<file path="config.mk">
export PLATFORM = sky130hd
export DESIGN_NAME = cic_decim_ctrl
export DESIGN_NICKNAME = d
export VERILOG_FILES = /design/src/rtl/cic_decim_ctrl.sv
export SDC_FILE = /design/constraint.sdc
export NUM_CORES = 1
export LEC_CHECK = 0
export CELL_PAD_IN_SITES_DETAIL_PLACEMENT = 1
export CELL_PAD_IN_SITES_GLOBAL_PLACEMENT = 2
export CORE_UTILIZATION = 26
export DETAILED_ROUTE_END_ITERATION = 16
export GPL_TIMING_DRIVEN = 0
export MAX_ROUTING_LAYER = met4
export PLACE_DENSITY_LB_ADDON = 0.1
export SLEW_MARGIN = 20
export SYNTH_ARGS = -nofsm -noshare
export SYNTH_HDL_FRONTEND = slang
export SYNTH_SLANG_ARGS = --single-unit
export TNS_END_PERCENT = 10
</file>
<file path="constraint.sdc">
create_clock -name i_clock -period 3.55 [get_ports i_clock]
set_clock_uncertainty 0.1 [all_clocks]
set_input_delay 1.065 -clock i_clock [delete_from_list [all_inputs] [get_ports i_clock]]
set_output_delay 1.065 -clock i_clock [all_outputs]
set_load 0.02 [all_outputs]
</file>
<file path="src/rtl/cic_decim_ctrl.sv">
// Burst controller wrapped around a CIC decimator: clears the filter,
// drops its warm-up outputs, then forwards a fixed number of samples.
module cic_decim_ctrl #(
    parameter int WIDTH        = 65,
    parameter int COUNT_WIDTH  = 16,
    parameter int DISCARD      = 5,
    parameter int CLEAR_CYCLES = 4
) (
    input  logic                   i_clock,
    input  logic                   i_reset_n,
    input  logic                   i_start,
    input  logic                   i_abort,
    input  logic [COUNT_WIDTH-1:0] i_length,
    input  logic [WIDTH-1:0]       i_inph_data,
    input  logic [WIDTH-1:0]       i_quad_data,
    input  logic                   i_valid,
    output logic                   o_ready,
    output logic [WIDTH-1:0]       o_cic_inph,
    output logic [WIDTH-1:0]       o_cic_quad,
    output logic                   o_cic_valid,
    output logic                   o_cic_reset,
    input  logic [WIDTH-1:0]       i_cic_inph,
    input  logic [WIDTH-1:0]       i_cic_quad,
    input  logic                   i_cic_valid,
    output logic [WIDTH-1:0]       o_inph_data,
    output logic [WIDTH-1:0]       o_quad_data,
    output logic                   o_valid,
    output logic                   o_last,
    output logic                   o_busy,
    output logic                   o_done,
    output logic [COUNT_WIDTH-1:0] o_count
);

    typedef enum logic [2:0] {
        S_IDLE,
        S_CLEAR,
        S_WARMUP,
        S_RUN,
        S_DONE
    } state_t;

    localparam logic [COUNT_WIDTH-1:0] DISC_LAST =
        COUNT_WIDTH'(DISCARD > 0 ? DISCARD - 1 : 0);
    localparam logic [COUNT_WIDTH-1:0] CLR_LAST =
        COUNT_WIDTH'(CLEAR_CYCLES > 1 ? CLEAR_CYCLES - 1 : 0);

    state_t                 state_q;
    state_t                 state_d;
    logic [COUNT_WIDTH-1:0] len_q;
    logic [COUNT_WIDTH-1:0] count_q;
    logic [COUNT_WIDTH-1:0] disc_q;
    logic [COUNT_WIDTH-1:0] clr_q;
    logic [COUNT_WIDTH-1:0] count_inc;
    logic                   start_ok;
    logic                   clr_end;
    logic                   disc_end;
    logic                   fwd;
    logic                   hit_len;
    logic                   accept;

    assign start_ok  = (state_q == S_IDLE) && i_start && !i_abort;
    assign clr_end   = (clr_q == CLR_LAST);
    assign disc_end  = i_cic_valid && (disc_q == DISC_LAST);
    assign fwd       = (state_q == S_RUN) && i_cic_valid && !i_abort;
    assign count_inc = count_q + 1'b1;
    assign hit_len   = fwd && (count_inc == len_q);
    assign accept    = i_valid && o_ready;

    always_ff @(posedge i_clock or negedge i_reset_n) begin
        if (!i_reset_n) begin
            state_q <= S_IDLE;
        end else begin
            state_q <= state_d;
        end
    end

    always_comb begin
        state_d = state_q;
        unique case (state_q)
            S_IDLE: begin
                if (start_ok) state_d = S_CLEAR;
            end
            S_CLEAR: begin
                if (clr_end) begin
                    if (len_q == '0)       state_d = S_DONE;
                    else if (DISCARD == 0) state_d = S_RUN;
                    else                   state_d = S_WARMUP;
                end
            end
            S_WARMUP: begin
                if (disc_end) state_d = S_RUN;
            end
            S_RUN: begin
                if (hit_len) state_d = S_DONE;
            end
            S_DONE: state_d = S_IDLE;
            default: state_d = S_IDLE;
        endcase
        if (i_abort) state_d = S_IDLE;
    end

    // Ready drops combinationally on the final sample and on abort.
    always_comb begin
        o_busy  = (state_q == S_CLEAR) || (state_q == S_WARMUP)
               || (state_q == S_RUN);
        o_ready = ((state_q == S_WARMUP)
               || ((state_q == S_RUN) && !hit_len)) && !i_abort;
        o_done  = (state_q == S_DONE) && !i_abort;
    end

    always_ff @(posedge i_clock or negedge i_reset_n) begin
        if (!i_reset_n) begin
            len_q   <= '0;
            count_q <= '0;
            disc_q  <= '0;
            clr_q   <= '0;
        end else begin
            clr_q <= (state_q == S_CLEAR) ? clr_q + 1'b1 : '0;
            if (start_ok) begin
                len_q   <= i_length;
                count_q <= '0;
                disc_q  <= '0;
            end else begin
                if ((state_q == S_WARMUP) && i_cic_valid)
                    disc_q <= disc_q + 1'b1;
                if (fwd && (count_q != len_q))
                    count_q <= count_inc;
            end
        end
    end

    // Clear is registered so it deasserts on the first edge after reset.
    always_ff @(posedge i_clock or negedge i_reset_n) begin
        if (!i_reset_n) begin
            o_cic_reset <= 1'b1;
            o_cic_valid <= 1'b0;
            o_cic_inph  <= '0;
            o_cic_quad  <= '0;
            o_valid     <= 1'b0;
            o_last      <= 1'b0;
            o_inph_data <= '0;
            o_quad_data <= '0;
        end else begin
            o_cic_reset <= (state_d == S_CLEAR);
            o_cic_valid <= accept;
            if (accept) begin
                o_cic_inph <= i_inph_data;
                o_cic_quad <= i_quad_data;
            end
            o_valid <= fwd;
            o_last  <= hit_len;
            if (fwd) begin
                o_inph_data <= i_cic_inph;
                o_quad_data <= i_cic_quad;
            end
        end
    end

    assign o_count = count_q;

endmodule
</file>
== Word-level counts from Yosys, hierarchy flattened ==
Cells that the tools add are included.

* Flip-flop bits (word level): 331
* Input bits: 282
* Output and inout port bits: 283
* Word-level logic and storage cells: 58

* Add/subtract/negate cells: 3
* Equality and inequality tests: 9
* Multiplexer cells: 12
* Reductions and logical operators: 21

{| class="wikitable"
|+ Operators by type and width
! cell !! number
|-
| $mux W16 || 5
|-
| $add A16 B1 Y16 const B || 3
|-
| $mux W3 || 6
|-
| $eq A16 B16 Y1 || 1
|-
| $eq A16 B2 Y1 const B || 1
|-
| $eq A16 B3 Y1 const B || 1
|-
| $logic_not A16 Y1 || 1
|-
| $ne A16 B16 Y1 || 1
|-
| $logic_and A1 B1 Y1 || 12
|-
| $pmux W3 S4 || 1
|-
| $eq A3 B1 Y1 const B || 2
|-
| $eq A3 B2 Y1 const B || 2
|-
| $reduce_bool A2 Y1 || 2
|-
| $eq A3 B3 Y1 const B || 1
|-
| $logic_not A3 Y1 || 1
|-
| $logic_or A1 B1 Y1 || 3
|-
| $logic_not A1 Y1 || 2
|}

== Depth between registers and ports, before layout ==
Gate-level depths: netlist of the first run.

* Word-level depth: 9
* Depth in mapped cells: 10

== Worst setup path before layout of the first run ==
OpenSTA, ideal clock, no wires.

* Path kind: input -> output
* From: in i_abort
* To: out o_ready
* Data arrival time: 2272 ps
* Setup slack: 113 ps
* Cell stages on the path: 6
* Path through: nor2_1 -> and4b_1 -> o311ai_0 -> nor4b_2 -> and4_1 -> nor2_1

* Longest elaborated chain between the ends: 7

{| class="wikitable"
|+ Ends and longest elaborated chain
! item !! RTL line !! source
|-
| start: declaration || 12 || <nowiki>input logic i_abort,</nowiki>
|-
| $logic_not A1 Y1 * || 64, 107 ||
|-
| $logic_and A1 B1 Y1 || 64 || <nowiki>assign fwd = (state_q == S_RUN) && i_cic_valid && !i_abort;</nowiki>
|-
| $logic_and A1 B1 Y1 || 66 || <nowiki>assign hit_len = fwd && (count_inc == len_q);</nowiki>
|-
| $logic_not A1 Y1 || 107 || <nowiki>|| ((state_q == S_RUN) && !hit_len)) && !i_abort;</nowiki>
|-
| $logic_and A1 B1 Y1 || 107 ||
|-
| $logic_or A1 B1 Y1 || 107 ||
|-
| $logic_and A1 B1 Y1 * || 107 ||
|-
| end: declaration || 17 || <nowiki>output logic o_ready,</nowiki>
|}

Mark *: on every way between the ends. The rest lies on a longest branch, timed or not.

== Worst setup path in the final report of the first run ==
* From: in i_cic_valid
* To: out o_ready

* Longest elaborated chain between the ends: 7

{| class="wikitable"
|+ Ends and longest elaborated chain
! item !! RTL line !! source
|-
| start: declaration || 24 || <nowiki>input logic i_cic_valid,</nowiki>
|-
| $logic_and A1 B1 Y1 (2 in series) || 64 ||
|-
| $logic_and A1 B1 Y1 || 66 ||
|-
| $logic_not A1 Y1 || 107 ||
|-
| $logic_and A1 B1 Y1 || 107 ||
|-
| $logic_or A1 B1 Y1 || 107 ||
|-
| $logic_and A1 B1 Y1 || 107 ||
|}

No other way between the ends.

==> results by group, run 1 <==
Floorplanning
  • Site row count: slightly above 80
  • Die height: around 230 µm
  • Chip Width: between 200 and 250 µm
  • Initial Utilization: a little over a quarter
  • Area of the die: between 0.05 and 0.06 mm²
  • Io pins: about 570
  • Core ar.: roughly 0.052 mm²

Cells and area
  • Fillers: about 5700
  • Layout cells sized above 1: around 9%
  • Nets: roughly 2200
  • Multi-input logic area: 0.005142 mm²
  • Cell area after layout: 0.02196 mm²
  • Syn-to-layout area delta: 61.38%
  • Sequential Area: about 0.0083 mm²

Power
  • Max VDD drop: 0.0002604 V
  • Tot Pwr: 0.008573 W
  • Lkg Pwr: roughly 10 nW
  • PwrDens: about 390 mW/mm²

Clocking
  • Clk slew on worst S/H paths: about 0.060 ns
  • TritonCTS Buffers: 42
  • Max Root-Sink Buffers: 3
  • Clock root buffer: clkbuf_16
  • Clock Latency Late Sink: around 0.56 ns
  • H-tree levels: 2
  • CTS tree: built
  • CTS sink count: around 330
  • Hold Buf Count CTS: 0

Placed design
  • Setup Slack @ Placement: -1.223 ns
  • # port buffers: approximately 560
  • Final HPWL from detailed placement: between 40000 and 50000 µm
  • Post-DP Area: about 0.020 mm²
  • GP Congestion: 0.8336

Synthesis
  • Seq cells post-synth: approximately 330
  • FFs w/ async S/R, synth: 100.0%
  • Distinct cells, synth: 55
  • Synth Cell Area: between 0.01 and 0.015 mm²
  • Adder-cell share of the synthesized area: less than 1%
  • Post-synthesis cell count: 1231
  • Proportion of synthesized area in mux cells: between 10 and 15%
  • Number of synthesized flops with an enable pin: 0
  • Post-synthesis xor/xnor area fraction: slightly below 4%
  • Main flop type after synthesis: dfrtp_1
  • Post-synthesis simple-gate area fraction: 18.13%
  • Synth Warn #: 0
  • Mapped Avg Cell Area: 11.05 µm²
  • Synth Area in Compound Gates: approximately 1.7%
  • Sequential-to-total area share from yosys stat: between 60% and 70%
  • Syn Nets: approximately 1500
  • Largest family of logic cells by synthesized area: simple AND/OR/NAND/NOR gates

Route
  • DR vias: 11430
  • First-pass DRT Iterations: 6
  • Post-DR wirelength/cell: slightly above 20 µm
  • Initial DRC Count: slightly above 400
  • ANT nets after route: 0
  • Detailed Route WL: roughly 54000 µm
  • # DRC: 0
  • Drt via density: 4.416

Critical path
  • Critical path fanouts, max: 2
  • Critical Path Sink Type: output pin
  • Worst Setup Path Type: input port to output pin
  • Startpoint types: input port
  • Crit path required time: ~2.4 ns
  • Arrival time worst endpoint: approximately 2.6 ns

Global routing
  • GR Util All Layers: 20.74%
  • Global-route wire length before repair: 80120 µm
  • Largest net degree at the start of global routing: 89
  • GR Util met3: ~7.7%
  • Global Route met2 Usage: between 30% and 40%
  • GRT busiest layer: met2
  • GR Layer Usage met1: 23.24%
  • Vias in the first global route: 12320
  • Total gr overflow: 0
  • Initial antenna violation count: 16

STA
  • Setup violators final: 1
  • WHS: between 0.2 and 0.3 ns
  • RSZ-0062 raised after global routing: yes
  • Max Fclk: 265.3 MHz
  • Post-route clock period utilization: 106.2%
  • TNS Setup: -0.2199 ns
  • Slew @ Worst Pin: between 0.8 and 0.9 ns
  • Hold Fails Final Rpt: 0
  • Crit path time final: about 3.8 ns
  • Slew Viols, Final: 0
  • Crit path setup slack, layout: -0.2199 ns
  • Slew HR: 45.49%

Hold path
  • Hold Crit Class: input port to asynchronous set/reset pin

Run
  • Max Cap Viol: 0

Outcome
  • Run status: complete, but fails checks
  • Failing checks: setup timing
[logic make-up (layout without fill, tap and decap cells)]
family	after synthesis	after routing
simple gates	581	581
flops	331	331
mux	150	150
buf+inv	69	730
xor+xnor	60	60
compound gates	36	36
fa+ha+maj	4	4
other cells	0	15
[per-stage QoR]
step	util, %	instances
final	42.63	2587
after global routing	42.63	2587
after CTS	42.35	2562
after detailed placement	39.25	2479
after global placement	39.03	2475
after floorplan	-	1231
[power by group]
| part | leakage (nW) | internal [W] | switching (W) |
|---|---|---|---|
| clock | 0.621 | 0.00234 | 0.00164 |
| sequential | 4.57 | 0.00383 | 0.0000628 |
| combinational | 5.25 | 0.000421 | 0.000272 |
| total | 10.4 | 0.00660 | 0.00198 |
[repair_timing]
action                                  CTS  global route
resized for setup                        55             5
endpoints found under the setup margin  134             1
pin swaps                                11             6
setup buffers                            21            11
[critical path, cell delays in order]
cell and delay, ns:
clkdlybuf4s15_1 0.19, and3_4 0.19, and4b_2 0.28, o311ai_4 0.13
nor4b_4 0.29, and4_4 0.29, nor2_2 0.04, buf_6 0.12
[cells in the final DEF, fill, tap and decap left out, drive strengths merged, types with 17 or more instances in the layout]
master | Yosys | routed
xnor2 | 17 | 17
buf | 25 | 63
nand2 | 429 | 429
dfrtp | 330 | 330
xor2 | 42 | 42
nor2 | 58 | 58
mux2 | 148 | 148
clkbuf | 37 | 92
nand3 | 17 | 17
clkdlybuf4s50 | 0 | 560
[metal layers]
metal  up-vias  routed length [µm]
li1       5332                   -
met1      5645               21110
met2       374               26660
met3        74                4640
met5         -                   0
met4         0                1389
[cell usage after synthesis (3+ instances only)]
cell / number / area (µm²)
buf_1: 6 / 22.52
clkbuf_1: 37 / 138.9
buf_6: 10 / 112.6
ha_1: 4 / 50.05
inv_1: 5 / 18.77
nor2_1: 58 / 217.7
nand2_1: 429 / 1610
and4_1: 6 / 52.55
xnor2_1: 17 / 148.9
dfrtp_1: 330 / 8258
nor4_1: 10 / 62.56
xor2_1: 42 / 367.9
o21ai_0: 7 / 35.03
nand4_1: 13 / 81.33
and2_1: 3 / 18.77
nor3_1: 6 / 30.03
o22ai_1: 4 / 25.02
and3_1: 13 / 81.33
nor4b_1: 4 / 35.03
nor2b_1: 4 / 25.02
a21oi_1: 8 / 40.04
nand3_1: 16 / 80.08
mux2_1: 131 / 1475
mux2_2: 17 / 191.4
nand2b_1: 5 / 31.28
buf_2: 9 / 45.04
[flip-flops by register name, summed over array words and instances (netlist names), 3 cells and up]
signal,count
len_q,16
o_inph_data,65
o_quad_data,65
disc_q,16
state_q,3
o_cic_inph,65
o_count,16
o_cic_quad,65
clr_q,16
[final cells by class]
class                           instances  area share, %
Timing Repair Buffer                  600          27.47
Antenna cell                           15         0.1710
Multi-Input combinational cell        831          23.42
Buffer                                 56          1.459
Clock buffer                           61          5.522
Tap cell                              680          3.875
Sequential cell                       331          37.77
Inverter                                7         0.1197
Clock inverter                          6         0.1881
[path summary, 6_finish.rpt]
kind,from,end,slack [ns],depth (start not counted)
hold / removal,i_reset_n,o_cic_quad[17]$_DFFE_PN0P_,0.29,1
setup / recovery,i_cic_valid,o_ready,-0.22,8
min in group i_clock,o_inph_data[17]$_DFFE_PN0P_,o_inph_data[17]$_DFFE_PN0P_,0.37,2
setup reg to reg,o_count[0]$_DFFE_PN0P_,o_cic_inph[60]$_DFFE_PN0P_,0.18,12
max in group asynchronous,i_reset_n,o_inph_data[12]$_DFFE_PN0P_,1.59,4
hold reg to reg,o_inph_data[17]$_DFFE_PN0P_,o_inph_data[17]$_DFFE_PN0P_,0.37,2
No activity file was read; power rests on OpenSTA's default activity.
==> run 2, diff against run 1 <==
CAP_MARGIN = 25   (was default)
CTS_CLUSTER_DIAMETER = 40   (was default)
==> run 2 against run 1 <==
Against the previous run:
- the flow still finishes with violations (setup timing)
- sequential power about the same
- design area up 5.3%
- flip-flop and latch count unchanged
- setup slack worse by 0.035 ns
- hold slack worse by 0.0057 ns
- clock-buffer cell count up 38
- critical path depth up 1
- global-route usage up 0.27 points
- fmax down 0.92%
- sequential share of layout area down 1.9 points
- via count up 1.3%
- utilization up 2.3 points
- largest cell class unchanged
- largest power group unchanged
==> results by group, run 2 (synthesis gave the netlist of run 1 again) <==
Outcome
  • Run status: complete, but fails checks
  • Failing checks: setup timing

Critical path
  • RR Endpoint: o_cic_inph[58]$_DFFE_PN0P_
  • Startpoint types: register
  • Worst Setup Path Type: register to output pin
  • Critical-path top delay cell: dfrtp_2
  • Critical Path Sink Type: output pin
  • Crit path required time: approximately 2.4 ns
  • Worst R2R Setup Slack: 0.19 ns
  • CP Cell Sequence: buf_4, buf_4, xnor2_1, and4b_2, o311ai_4, nor4b_4, and4_4, nor2_2, buf_6
  • Critical path fanouts, max: 3
  • Slowest cell delay on critical path: ~0.43 ns
  • Reg2reg start: o_count[0]$_DFFE_PN0P_
  • Worst reg2reg path depth: 13
  • Cell mode on critical path: buf_4
  • Arrival time worst endpoint: about 2.6 ns

Floorplanning
  • Area of the die: 0.05325 mm²
  • Site row count: just over 80
  • Core ar.: 0.05151 mm²
  • Io pins: around 570
  • Chip Width: approximately 230 µm
  • Die height: around 230 µm
  • Initial Utilization: between 20% and 30%

Global routing
  • Initial antenna violation count: 16
  • GR Util All Layers: a little over a fifth
  • Total gr overflow: 0
  • Largest net degree at the start of global routing: 89
  • Global-route wire length before repair: 81120 µm
  • Vias in the first global route: roughly 13000

STA
  • Hold Fails Final Rpt: 0
  • RSZ-0062 raised after global routing: yes
  • Slew HR: between 40 and 50%
  • Post-route clock period utilization: 107.2%
  • Crit path setup slack, layout: -0.2548 ns
  • Setup violators final: 1
  • Crit path time final: approximately 3.8 ns
  • WHS: 0.2865 ns
  • Max Fclk: 262.8 MHz
  • Slew @ Worst Pin: between 0.8 and 0.9 ns
  • Slew Viols, Final: 0

Cells and area
  • Syn-to-layout area delta: 69.90%
  • Nets: around 2200
  • Most frequent cells in the layout: 560 x clkdlybuf4s50_1, 429 x nand2_1, 323 x dfrtp_1, 131 x mux2_1, 75 x clkbuf_16
  • Layout cells sized above 1: between 10% and 20%
  • Commonest non-fill, non-tap cell in the layout: clkdlybuf4s50_1
  • Cell area after layout: between 0.02 and 0.025 mm²

Hold path
  • Hold Crit Class: input port to asynchronous set/reset pin

Clocking
  • Max Root-Sink Buffers: 3
  • Clock root buffer: clkbuf_16
  • TritonCTS Buffers: between 70 and 80
  • CTS tree: built
  • Clk slew on worst S/H paths: around 0.050 ns
  • H-tree levels: 3
  • CTS sink count: 331
  • Hold Buf Count CTS: 0
  • Clock Latency Late Sink: about 0.57 ns

Route
  • # DRC: 0
  • Initial DRC Count: around 340
  • Post-DR wirelength/cell: between 20 and 25 µm
  • DR vias: ~12000
  • Detailed Route WL: roughly 54000 µm
  • First-pass DRT Iterations: 4
  • ANT nets after route: 0
  • Drt via density: between 4 and 5

Power
  • Tot Pwr: approximately 0.012 W
  • PwrDens: between 500 and 600 mW/mm²
  • Max VDD drop: 0.0003563 V
  • Lkg Pwr: approximately 11 nW

Placed design
  • Post-DP Area: between 0.02 and 0.025 mm²
  • Final HPWL from detailed placement: 41090 µm
  • # port buffers: around 560
  • GP Congestion: roughly 0.83

Run
  • Max Cap Viol: 0
## run 2: worst max path at each step
stage	slack [ns]	startpoint	cells past startpoint	end
detailed placement	-1.22	i_abort	8	o_ready
CTS	-0.21	o_count[0]$_DFFE_PN0P_	8	o_ready
finish	-0.25	o_count[0]$_DFFE_PN0P_	9	o_ready
global route	-0.37	o_count[0]$_DFFE_PN0P_	8	o_ready
floorplan	0.11	i_abort	6	o_ready
global placement	-14.63	i_reset_n	1	o_inph_data[10]$_DFFE_PN0P_
## run 2: cell type report
type	instances	area, µm²
fillers	5610	28390
inverters	7	26.28
plain buffers	58	324.1
multi-input cells	831	5109
clock buffers	99	2017
repair buffers	593	5961
flip-flops and latches	331	8293
diodes	15	37.54
well taps	680	850.8
clock inverters	29	498.0
## run 2: critical path, delay by kind of cell, from the launching register on
kind	cells	cell delay, ns
compound gates	1	0.12
buf+inv	3	0.40
simple gates	4	0.98
flops	1	0.43
xor+xnor	1	0.14
## run 2: metal layers
| metal | vias up | GRT usage [%] | part of all wire, % |
|---|---|---|---|
| met3 | 78 | 8.239 | 9.3 |
| met4 | 0 | 7.036 | 2.3 |
| li1 | 5414 | - | - |
| met1 | 5685 | 23.16 | 39 |
| met2 | 399 | 34.54 | 49 |
| met5 | - | - | 0 |
## run 2: what timing repair did
action | CTS | global route
resized for setup | 50 | 0
endpoints found under the setup margin | 133 | 1
pin swaps | 11 | 3
buffers inserted | 21 | 4
## run 2: power by group
part           leakage [nW]  total, W  switching, W  internal (W)
Clock                  1.20   0.00698       0.00215       0.00482
Combinational          5.19  0.000689      0.000271      0.000418
Sequential             4.57   0.00390     0.0000608       0.00384
## run 2: stage by stage
stage | std cells | setup TNS (ns) | worst slack [ns] | util, %
2_1_floorplan | 1231 | 0 | 0.1130 | -
3_3_place_gp | 2475 | -4937.62 | -14.63 | 39.03
3_5_place_dp | 2479 | -127.24 | -1.223 | 39.25
4_1_cts | 2624 | -0.2089 | -0.2089 | 44.75
5_1_grt | 2643 | -0.3661 | -0.3661 | 44.88
6_report | 2643 | -0.2548 | -0.2548 | 44.88
==> patch, RTL diff (settings of run 1) <==
Put one more register stage on the output `o_count`, cleared by the reset. The value now appears one clock later. The other outputs are not delayed to match.
--- a/src/rtl/cic_decim_ctrl.sv
+++ b/src/rtl/cic_decim_ctrl.sv
@@ -156,6 +156,12 @@
         end
     end
 
-    assign o_count = count_q;
+    always_ff @(posedge i_clock or negedge i_reset_n) begin
+        if (!i_reset_n) begin
+            o_count <= '0;
+        end else begin
+            o_count <= count_q;
+        end
+    end
 
 endmodule
Formal check against the unedited RTL: same outputs for any inputs over 10 cycles, from zero or initial values and one cycle with i_reset_n low; that may be too few to reach the edited logic, so the function may still have changed.
==> patch against run 1 <==
Sequential share of layout area rose by 0.84 points; setup slack worse by 0.18 ns; area after synthesis rose by 5.1%; final area is 2.5% higher; non-clock buffer count down 37; critical path type unchanged; wire length down 5.5%; sequential cell count is 16 higher; worst hold slack lost 0.023 ns; total power is 6.8% higher; die area grew 5.0%; combinational power down 3%; the run still ends with negative setup slack left.
==> patch: results (changes against run 1) <==
[grt] antenna violations before repair 17 [+1]
[cells_and_area] layout net count 1863 [-14%]
[yosys] Post-Syn Instances 958 [-22%]
[worst_setup_path] internal reg-to-reg setup slack 0.23 ns [+0.05 ns]
[cells_and_area] fill cell total of the finished layout 5616 [-1.0%]
[grt] first-pass GRT wire length 75800 µm [-5.3%]
[detailed_routing] 1st-iter DRT viols 293 [-28%]
[pwr] largest voltage drop on the vdd net 0.000261 V [+0.41%]
[worst_setup_path] Worst EP arrival 2.79 ns [+0.19 ns]
[sta] setup TNS -0.405 ns [-0.185 ns]
[pwr] cell leakage power 10.3 nW [-1.4%]
[detailed_routing] detail-routed net length per standard cell 21.9 µm [+5.4%]
[yosys] post-synthesis cell type count 54 [-1.8%]
[run_status] status finished, violations left
[yosys] synth top area cells sky130_fd_sc_hd__dfrtp_1, sky130_fd_sc_hd__mux2_2, sky130_fd_sc_hd__mux2_4, sky130_fd_sc_hd__xnor2_1, sky130_fd_sc_hd__xor2_1
[worst_setup_path] largest driver fanout on the critical path 4 [+2]
[worst_setup_path] Slowest cell on crit path sky130_fd_sc_hd__or4_4
[sta] final worst setup slack -0.405 ns [-0.185 ns]
[yosys] portion of the post-synthesis area used by sequential elements 60.7% [-0.14 points]
[cells_and_area] share of cells above drive strength 1 25.1% [+16 points]
[worst_setup_path] cells on worst reg2reg path 11 [-1]
[grt] GRT Overall Usage 18.8% [-2.0 points]
[detailed_routing] Vias/cell 4.37 [-1.1%]
[worst_setup_path] terminus of the critical flop-to-flop path o_cic_inph[28]$_DFFE_PN0P_
[detailed_routing] first-pass detailed-route iteration total 4 [-2]
[min_path] class of the tightest hold or removal check reg2reg
[sta] Setup violations, final 1 [unchanged]
[detailed_routing] Post-Route WL 50900 µm [-5.5%]
[run_status] failing checks negative setup slack
[yosys] post-synthesis net count 1244 [-18%]
[clocking] number of buffers inserted during clock tree synthesis 44 [+4.8%]
[grt] number of global-route vias before repair 11000 [-10%]
[sta] Tightest Pin Transition 0.648 ns [-0.164 ns]
[placement] post-detailed-placement half-perimeter wirelength 39300 µm [-4.3%]
[placement] RD Place Congestion 0.777 [-6.8%]
[yosys] most common cell in the synthesized netlist sky130_fd_sc_hd__dfrtp_1
[grt] maximum number of pins on one net before global-route repair 88 [-1.1%]
[worst_setup_path] launching point of the worst reg2reg path count_q[0]$_DFFE_PN0P_
[patch: changes by cell type after synthesis, sizes merged, moves of 6 or more]
cell / delta
dfrtp: +16
mux2: +128
xnor2: +13
nand2: -408
clkbuf: -17
xor2: -12
nor3: +7
and3: -6
[patch: logic make-up after synthesis]
group / Yosys count / share of synthesized area, %
adder cells (fa/ha/maj): 4 / 0.350
flip-flops: 347 / 60.7
AND/OR/NAND/NOR: 181 / 6.67
AO/OA/AOI/OAI: 31 / 1.40
buffers and inverters: 56 / 2.82
XOR/XNOR: 60 / 3.73
multiplexers: 279 / 24.3
[patch: how the worst max path moves through the flow]
stage,from,end,slack (ns),depth (start not counted)
2_1_floorplan,i_abort,o_ready,-0.09,6
3_3_place_gp,i_reset_n,count_q[2]$_DFFE_PN0P_,-15.39,1
3_5_place_dp,i_abort,o_ready,-1.21,8
4_1_cts,count_q[7]$_DFFE_PN0P_,o_ready,-0.45,8
5_1_grt,count_q[0]$_DFFE_PN0P_,o_ready,-0.51,8
6_report,i_abort,o_ready,-0.40,8
[patch: stage by stage]
| step | hold WS (ns) | instance area, µm² |
|---|---|---|
| floorplan | 0.249 | 14300 |
| global placement | 0.255 | 20800 |
| detailed placement | 0.258 | 20900 |
| CTS | 0.272 | 22400 |
| global route | 0.290 | 22500 |
| finish | 0.269 | 22500 |
[patch: power by group through the flow]
stage / sequential, W / clock (W) / combinational [W]
floorplan: 0.00415 / 0 / 0.000161
finish: 0.00407 / 0.00441 / 0.000675
global route: 0.00408 / 0.00472 / 0.000739
detailed placement: 0.00414 / 0 / 0.000686
CTS: 0.00407 / 0.00459 / 0.000691
global placement: 0.00415 / 0 / 0.000664
[patch: what timing repair did]
item	in CTS	in global routing
setup buffers	1	4
endpoints found under the setup margin	221	1
gates resized for setup	19	7
cloned	0	0
pin swaps	2	1
[patch: layer usage]
layer	vias to the layer above	global-route usage, %	wire (µm)
li1	4628	-	-
met1	5134	21.4	20200
met2	305	31.4	26100
met3	70	5.40	3200
met4	0	6.51	1300
met5	-	-	0
[patch: cell type report]
type                    count  area share (%)
flip-flops and latches    347            38.6
repair buffers            573            25.7
multi-input cells         555            23.4
clock buffers              71            6.11
well taps                 696            3.87
plain buffers              46            1.65
clock inverters             6           0.256
diodes                     17           0.189
inverters                  10           0.167
